[src/rtl/grv_bus_pkg.sv]
// grv_bus_pkg: shared state, payload types and default widths for the memory-bus arbiters
package grv_bus_pkg;
   localparam int NUM_REQ_D = 2;
   localparam int ADDR_W_D = 32;
   localparam int DATA_W_D = 64;
   localparam int TIMEOUT_CYC_D = 256;
   typedef enum logic [1:0] {IDLE, REQ, WAIT} arb_state_e;
   typedef struct packed {
      logic [ADDR_W_D-1:0] addr;
      logic [DATA_W_D-1:0] wdata;
      logic [DATA_W_D/8-1:0] wmask;
      logic wen;
   } mem_req_t;
   function automatic int wrap_inc(int i, int n);
      return (i + 1 == n) ? 0 : i + 1;
   endfunction
endpackage

[src/rtl/mem_bus_arbiter_if.sv]
// mem_bus_arbiter_if: requester-side and memory-side signals of the shared memory port
interface mem_bus_arbiter_if import grv_bus_pkg::*; #(
   parameter int NUM_REQ = NUM_REQ_D,
   parameter int ADDR_W = ADDR_W_D,
   parameter int DATA_W = DATA_W_D
);
   logic [NUM_REQ-1:0] req_valid;
   logic [NUM_REQ-1:0] req_ready;
   logic [NUM_REQ*ADDR_W-1:0] req_addr;
   logic [NUM_REQ*DATA_W-1:0] req_wdata;
   logic [NUM_REQ*DATA_W/8-1:0] req_wmask;
   logic [NUM_REQ-1:0] req_wen;
   logic [NUM_REQ-1:0] resp_valid;
   logic [DATA_W-1:0] resp_rdata;
   logic resp_err;
   logic mem_req_valid;
   logic mem_req_ready;
   logic [ADDR_W-1:0] mem_addr;
   logic [DATA_W-1:0] mem_wdata;
   logic [DATA_W/8-1:0] mem_wmask;
   logic mem_wen;
   logic mem_resp_valid;
   logic [DATA_W-1:0] mem_resp_rdata;
   modport slave (
      input req_valid, req_addr, req_wdata, req_wmask, req_wen, mem_req_ready, mem_resp_valid, mem_resp_rdata,
      output req_ready, resp_valid, resp_rdata, resp_err, mem_req_valid, mem_addr, mem_wdata, mem_wmask, mem_wen
   );
   modport master (
      output req_valid, req_addr, req_wdata, req_wmask, req_wen, mem_req_ready, mem_resp_valid, mem_resp_rdata,
      input req_ready, resp_valid, resp_rdata, resp_err, mem_req_valid, mem_addr, mem_wdata, mem_wmask, mem_wen
   );
endinterface

[src/rtl/mem_bus_arbiter_rr_pick.sv]
// rr_pick: first set valid bit at or after start, wrapping; one-hot grant plus its index
module rr_pick #(
   parameter int N = 2,
   parameter int IW = $clog2(N)
) (
   input logic [N-1:0] valid,
   input logic [IW-1:0] start,
   output logic [N-1:0] grant,
   output logic [IW-1:0] idx,
   output logic hit
);
   logic [IW-1:0] j;
   always_comb begin
      grant = '0;
      idx = '0;
      hit = 1'b0;
      j = '0;
      for (int i = 0; i < N; i++) begin
         j = IW'((int'(start) + i) % N);
         if (!hit && valid[j]) begin
            hit = 1'b1;
            idx = j;
            grant[j] = 1'b1;
         end
      end
   end
endmodule

[src/rtl/mem_bus_arbiter.sv]
// mem_bus_arbiter: round-robin share of one memory port, one transaction in flight, watchdog error response
module mem_bus_arbiter import grv_bus_pkg::*; #(
   parameter int NUM_REQ = NUM_REQ_D,
   parameter int ADDR_W = ADDR_W_D,
   parameter int DATA_W = DATA_W_D,
   parameter int TIMEOUT_CYC = TIMEOUT_CYC_D
) (
   input logic clock,
   input logic reset,
   mem_bus_arbiter_if.slave bus
);
   localparam int IW = $clog2(NUM_REQ);
   localparam int CW = $clog2(TIMEOUT_CYC + 1);
   localparam int MW = DATA_W / 8;
   arb_state_e state;
   logic [IW-1:0] rr_ptr, owner, win;
   logic [CW-1:0] cnt;
   logic [NUM_REQ-1:0] grant;
   logic hit, accept, hs, got, tmo, done;
   rr_pick #(.N(NUM_REQ)) u_pick (.valid(bus.req_valid), .start(rr_ptr), .grant(grant), .idx(win), .hit(hit));
   assign accept = state == IDLE && hit;
   assign hs = state == REQ && bus.mem_req_ready;
   assign got = bus.mem_resp_valid && (hs || state == WAIT);
   // a real response arriving on the timeout cycle wins over the error
   assign tmo = state == WAIT && cnt == CW'(TIMEOUT_CYC) && !bus.mem_resp_valid;
   assign done = got || tmo;
   assign bus.req_ready = accept ? grant : '0;
   assign bus.resp_valid = done ? (NUM_REQ'(1) << owner) : '0;
   assign bus.resp_err = tmo;
   assign bus.resp_rdata = got ? bus.mem_resp_rdata : '0;
   always_ff @(posedge clock or posedge reset)
      if (reset) begin
         state <= IDLE;
         rr_ptr <= '0;
         owner <= '0;
         cnt <= '0;
         bus.mem_req_valid <= 1'b0;
         bus.mem_addr <= '0;
         bus.mem_wdata <= '0;
         bus.mem_wmask <= '0;
         bus.mem_wen <= 1'b0;
      end else begin
         if (accept) begin
            state <= REQ;
            owner <= win;
            rr_ptr <= IW'(wrap_inc(int'(win), NUM_REQ));
            bus.mem_req_valid <= 1'b1;
            bus.mem_addr <= bus.req_addr[win*ADDR_W +: ADDR_W];
            bus.mem_wdata <= bus.req_wdata[win*DATA_W +: DATA_W];
            bus.mem_wmask <= bus.req_wmask[win*MW +: MW];
            bus.mem_wen <= bus.req_wen[win];
         end
         if (hs) begin
            bus.mem_req_valid <= 1'b0;
            cnt <= '0;
            state <= got ? IDLE : WAIT;
         end
         if (state == WAIT) begin
            cnt <= (cnt == CW'(TIMEOUT_CYC)) ? cnt : cnt + 1'b1;
            if (done) state <= IDLE;
         end
      end
endmodule

[src/flat_wrapper.sv]
// flat-port wrapper written by rule: the top's interface ports become plain ports
module mem_bus_arbiter_flat import grv_bus_pkg::*;
#(
   parameter int NUM_REQ = NUM_REQ_D,
   parameter int ADDR_W = ADDR_W_D,
   parameter int DATA_W = DATA_W_D,
   parameter int TIMEOUT_CYC = TIMEOUT_CYC_D
)
  (clock, reset, bus_req_valid, bus_req_addr, bus_req_wdata, bus_req_wmask, bus_req_wen, bus_mem_req_ready, bus_mem_resp_valid, bus_mem_resp_rdata, bus_req_ready, bus_resp_valid, bus_resp_rdata, bus_resp_err, bus_mem_req_valid, bus_mem_addr, bus_mem_wdata, bus_mem_wmask, bus_mem_wen);
  mem_bus_arbiter_if #(.NUM_REQ(NUM_REQ), .ADDR_W(ADDR_W), .DATA_W(DATA_W)) bus_i ();
  input logic clock;
  input logic reset;
  input wire logic [$bits(bus_i.req_valid)-1:0] bus_req_valid;
  input wire logic [$bits(bus_i.req_addr)-1:0] bus_req_addr;
  input wire logic [$bits(bus_i.req_wdata)-1:0] bus_req_wdata;
  input wire logic [$bits(bus_i.req_wmask)-1:0] bus_req_wmask;
  input wire logic [$bits(bus_i.req_wen)-1:0] bus_req_wen;
  input wire logic [$bits(bus_i.mem_req_ready)-1:0] bus_mem_req_ready;
  input wire logic [$bits(bus_i.mem_resp_valid)-1:0] bus_mem_resp_valid;
  input wire logic [$bits(bus_i.mem_resp_rdata)-1:0] bus_mem_resp_rdata;
  output wire logic [$bits(bus_i.req_ready)-1:0] bus_req_ready;
  output wire logic [$bits(bus_i.resp_valid)-1:0] bus_resp_valid;
  output wire logic [$bits(bus_i.resp_rdata)-1:0] bus_resp_rdata;
  output wire logic [$bits(bus_i.resp_err)-1:0] bus_resp_err;
  output wire logic [$bits(bus_i.mem_req_valid)-1:0] bus_mem_req_valid;
  output wire logic [$bits(bus_i.mem_addr)-1:0] bus_mem_addr;
  output wire logic [$bits(bus_i.mem_wdata)-1:0] bus_mem_wdata;
  output wire logic [$bits(bus_i.mem_wmask)-1:0] bus_mem_wmask;
  output wire logic [$bits(bus_i.mem_wen)-1:0] bus_mem_wen;
  assign bus_i.req_valid = bus_req_valid;
  assign bus_i.req_addr = bus_req_addr;
  assign bus_i.req_wdata = bus_req_wdata;
  assign bus_i.req_wmask = bus_req_wmask;
  assign bus_i.req_wen = bus_req_wen;
  assign bus_i.mem_req_ready = bus_mem_req_ready;
  assign bus_i.mem_resp_valid = bus_mem_resp_valid;
  assign bus_i.mem_resp_rdata = bus_mem_resp_rdata;
  assign bus_req_ready = bus_i.req_ready;
  assign bus_resp_valid = bus_i.resp_valid;
  assign bus_resp_rdata = bus_i.resp_rdata;
  assign bus_resp_err = bus_i.resp_err;
  assign bus_mem_req_valid = bus_i.mem_req_valid;
  assign bus_mem_addr = bus_i.mem_addr;
  assign bus_mem_wdata = bus_i.mem_wdata;
  assign bus_mem_wmask = bus_i.mem_wmask;
  assign bus_mem_wen = bus_i.mem_wen;
  mem_bus_arbiter #(.NUM_REQ(NUM_REQ), .ADDR_W(ADDR_W), .DATA_W(DATA_W), .TIMEOUT_CYC(TIMEOUT_CYC)) u_core (.clock(clock), .reset(reset), .bus(bus_i));
endmodule
[config.mk]
export PLATFORM = sky130hd
export DESIGN_NAME = mem_bus_arbiter_flat
export DESIGN_NICKNAME = d
export VERILOG_FILES = /design/src/rtl/grv_bus_pkg.sv /design/src/rtl/mem_bus_arbiter_if.sv /design/src/rtl/mem_bus_arbiter_rr_pick.sv /design/src/rtl/mem_bus_arbiter.sv /design/src/flat_wrapper.sv
export SDC_FILE = /design/constraint.sdc
export NUM_CORES = 1
export LEC_CHECK = 0
export ABC_AREA = 1
export BUFFER_PORTS_ARGS = -buffer_cell sky130_fd_sc_hd__buf_2
export CAP_MARGIN = 20
export CORE_AREA = 10 10 171 173
export CTS_BUF_LIST = sky130_fd_sc_hd__clkbuf_4
export CTS_CLUSTER_DIAMETER = 200
export DETAILED_ROUTE_END_ITERATION = 7
export DIE_AREA = 0 0 181 183
export SKIP_LAST_GASP = 1
export SYNTH_ARGS = -nofsm -noshare
export SYNTH_HDL_FRONTEND = slang
export SYNTH_SLANG_ARGS = --single-unit
[constraint.sdc]
create_clock -name clock -period 11.27 [get_ports clock]
set_clock_uncertainty 0.05 [all_clocks]
set_input_delay 2.254 -clock clock [delete_from_list [all_inputs] [get_ports clock]]
set_output_delay 2.254 -clock clock [all_outputs]
set_load 0.01 [all_outputs]
==> impl_metrics.csv <==
group,metric,value,unit
status,outcome,"finished clean",
floorplan,die_w,181,microns
timing,max_slew_violation_count,0,
synth,synth_async_sr_flop_share,100,%
placement,numPortBuffers,454,
critical_path,critPathCaptureType,"primary output",
timing,report.final.hold_viol_count,0,
cells_and_area,most_common_cell_after_layout_fill_and_taps_aside,"sky130_fd_sc_hd__buf_2",
critical_path,timing_worst_setup_path_type,"in2out",
clocking,cts-resized-gates,0,
route,routed_wire_length_per_instance,16.7,microns
clocking,tritoncts_num_sinks,119,
power,design_power_total,2.01,mW
timing,final-setup-viol-count,0,
cells_and_area,final_core_util,33.8,%
clocking,clock_slew_at_the_register_clock_pins_of_the_worst_setup_and_hold_paths,0.11,ns
synth,yosys_most_used_dff,"sky130_fd_sc_hd__dfrtp_1",
global_routing,grtUsageTotal,15.2,%
synth,postSynthCellCount,808,
cells_and_area,drive_above_1_share,39.7,%
timing,setup_repair_after_global_routing_missed_its_margin,"false",
global_routing,wire_length_of_the_first_global_routing_pass,40.0,mm
synth,post_synth.cell_area_avg,7.19,sq um
clocking,cts.htree.levels,4,
power,pwr_density_cell,231,nW/um^2
clocking,cts_setup_buffers,0,
clocking,cts_tree,"yes",
global_routing,grt_max_degree,107,
placement,number_of_placed_instances_with_taps_included,1562,
floorplan,core,25800,sq um
route,vias,6782,
synth,synth-warning-count,0,
cells_and_area,register_area,2980,sq um
timing,timing.final.crit_share,54.5,%
critical_path,required,8.97,ns
floorplan,floorplan.rows,59,
cells_and_area,syn_to_final_growth,49.8,%
timing,setup-tns-final,0,ns
clocking,tritoncts.num_buffers,17,
global_routing,grt.overflow.total,0,
route,wire_length_on_met3,2.35,mm
synth,synth_seq_cells,119,
floorplan,start_util,22.5,%
clocking,ctsRootBufferMaster,"sky130_fd_sc_hd__clkbuf_4",
route,detailedRoute.firstPassIterationCount,5,
power,power.leakage,5.21,nW
timing,slew_worst_pin,0.842,ns
placement,dp_hpwl,21.2,mm
timing,max_slew_margin,43.9,%
route,met1_length,10.7,mm
synth,synth.yosys.seq_area_share,51.3,%
floorplan,dieHeight,183,microns
power,irDropWorstVdd,0.111,mV
route,drt_drc_violations_left,0,
synth,synth-edff-count,0,
floorplan,floorplan.io_pins,455,
critical_path,worst_ep_arrival_time,3.84,ns
critical_path,setup.worst_path.start_class,"input port",
clocking,clk_latency_worst_skew_pair,0.51,ns
cells_and_area,final_cell_mix,"sky130_fd_sc_hd__buf_2, sky130_fd_sc_hd__nand2_1, sky130_fd_sc_hd__nand3_1, sky130_fd_sc_hd__dfrtp_1, sky130_fd_sc_hd__inv_1",
flow_run,max-cap-violations,0,
placement,place_congestion,0.829,
route,top_signal_layer_used,"met4",
synth,mappedNetlistNets,1090,
timing,final.min_clock_period,6.15,ns
cells_and_area,finished_layout_cells,1597,
cells_and_area,num-fill-cells,2855,
route,detail_route.iter0.violations,293,
synth,netlist_area,5810,sq um
global_routing,number_of_antenna_violations_at_the_first_check_in_global_routing,2,
global_routing,vias_in_the_first_global_route,6961,
route,routed_via_density,4.25,
clocking,max_buffers_root_to_sink,2,
route,ant_nets,0,
clocking,cts-hold-fix-buffers,0,
route,route.met2.wl,13.1,mm
min_path,holdCritPathClass,"reg2reg",
timing,max_freq,163,MHz
route,route.final.wire_length,26.7,mm
critical_path,cp_max_fo,66,
floorplan,design.die.area,33100,sq um
synth,synthDistinctLibCells,21,
cells_and_area,multiInputGateArea,2350,sq um
cells_and_area,final_nets,1529,
-- report_power, final --
part	total, mW	internal (mW)	switching [mW]	leakage [nW]
clock network	0.313	0.118	0.195	0.144
logic	0.951	0.370	0.581	3.58
registers	0.748	0.628	0.120	1.48
total	2.01	1.12	0.895	5.21
-- through the flow --
step	setup WS [ns]	area [sq um]	hold slack, ns
final	5.12	8700	0.445
after global routing	4.91	8700	0.478
after CTS	5.11	8670	0.446
after detailed placement	5.12	8390	0.415
after global placement	4.66	8370	0.407
after floorplan	5.81	5810	0.400
-- Yosys cell counts (2+ instances only) --
master / count / area share (%)
sky130_fd_sc_hd__nand2_1: 346 / 22
sky130_fd_sc_hd__nand3_1: 121 / 10
sky130_fd_sc_hd__dfrtp_1: 119 / 51
sky130_fd_sc_hd__inv_1: 81 / 5.2
sky130_fd_sc_hd__nor2_1: 76 / 4.9
sky130_fd_sc_hd__buf_2: 21 / 1.8
sky130_fd_sc_hd__clkbuf_1: 20 / 1.3
sky130_fd_sc_hd__o21ai_0: 10 / 0.86
sky130_fd_sc_hd__ha_1: 2 / 0.43
-- cells by family after synthesis --
| kind of cell | Yosys count | share of synthesized area (%) |
|---|---|---|
| AOI/OAI and AO/OA | 15 | 1.44 |
| and+or+nand+nor | 548 | 38.2 |
| buffers and inverters | 124 | 8.60 |
| adders and majority gates | 2 | 0.431 |
| DFF | 119 | 51.3 |
-- final timing paths --
path,startpoint,to,slack (ns),cells after the start
setup / recovery,bus_mem_req_ready,bus_resp_valid[1],5.12,9
hold / removal,u_core.rr_ptr,u_core.rr_ptr,0.44,1
setup reg to reg,u_core.state[0],u_core.bus.mem_addr[13],8.33,8
hold reg to reg,u_core.rr_ptr,u_core.rr_ptr,0.44,1
max in group asynchronous,reset,u_core.bus.mem_wdata[15],8.02,3
min in group asynchronous,reset,u_core.bus.mem_wdata[29],1.78,2
-- cell type report --
type / instances / share of cell area, %
sequential: 119 / 34.2
clock buffer: 18 / 1.55
timing repair buffer: 462 / 27.2
inverter: 82 / 3.57
antenna: 2 / 0.0575
multi-input combinational: 565 / 27.0
clock inverter: 14 / 1.60
tap: 335 / 4.82
-- critical path, stage by stage --
cell	delay (ns)
sky130_fd_sc_hd__buf_2	0.10
sky130_fd_sc_hd__nand3_1	0.15
sky130_fd_sc_hd__o21ai_0	0.17
sky130_fd_sc_hd__nand2_2	0.08
sky130_fd_sc_hd__buf_4	0.51
sky130_fd_sc_hd__nand2_1	0.26
sky130_fd_sc_hd__inv_1	0.13
sky130_fd_sc_hd__nor2_1	0.05
sky130_fd_sc_hd__buf_2	0.14
-- metal layers --
metal,GRT usage [%],vias up
li1,-,3336
met1,17.2,3092
met2,26.5,330
met3,5.67,24
met4,3.94,0
met5,0,-
-- sequential cells by signal, summed over array words and instances, names as in the netlist --
name	cells
u_core.bus.mem_wmask	8
u_core.bus.mem_wen	1
u_core.bus.mem_req_valid	1
u_core.owner	1
u_core.rr_ptr	1
u_core.cnt	9
u_core.state	2
u_core.bus.mem_wdata	64
u_core.bus.mem_addr	32
Note: power is estimated with default switching activity, not from simulation.
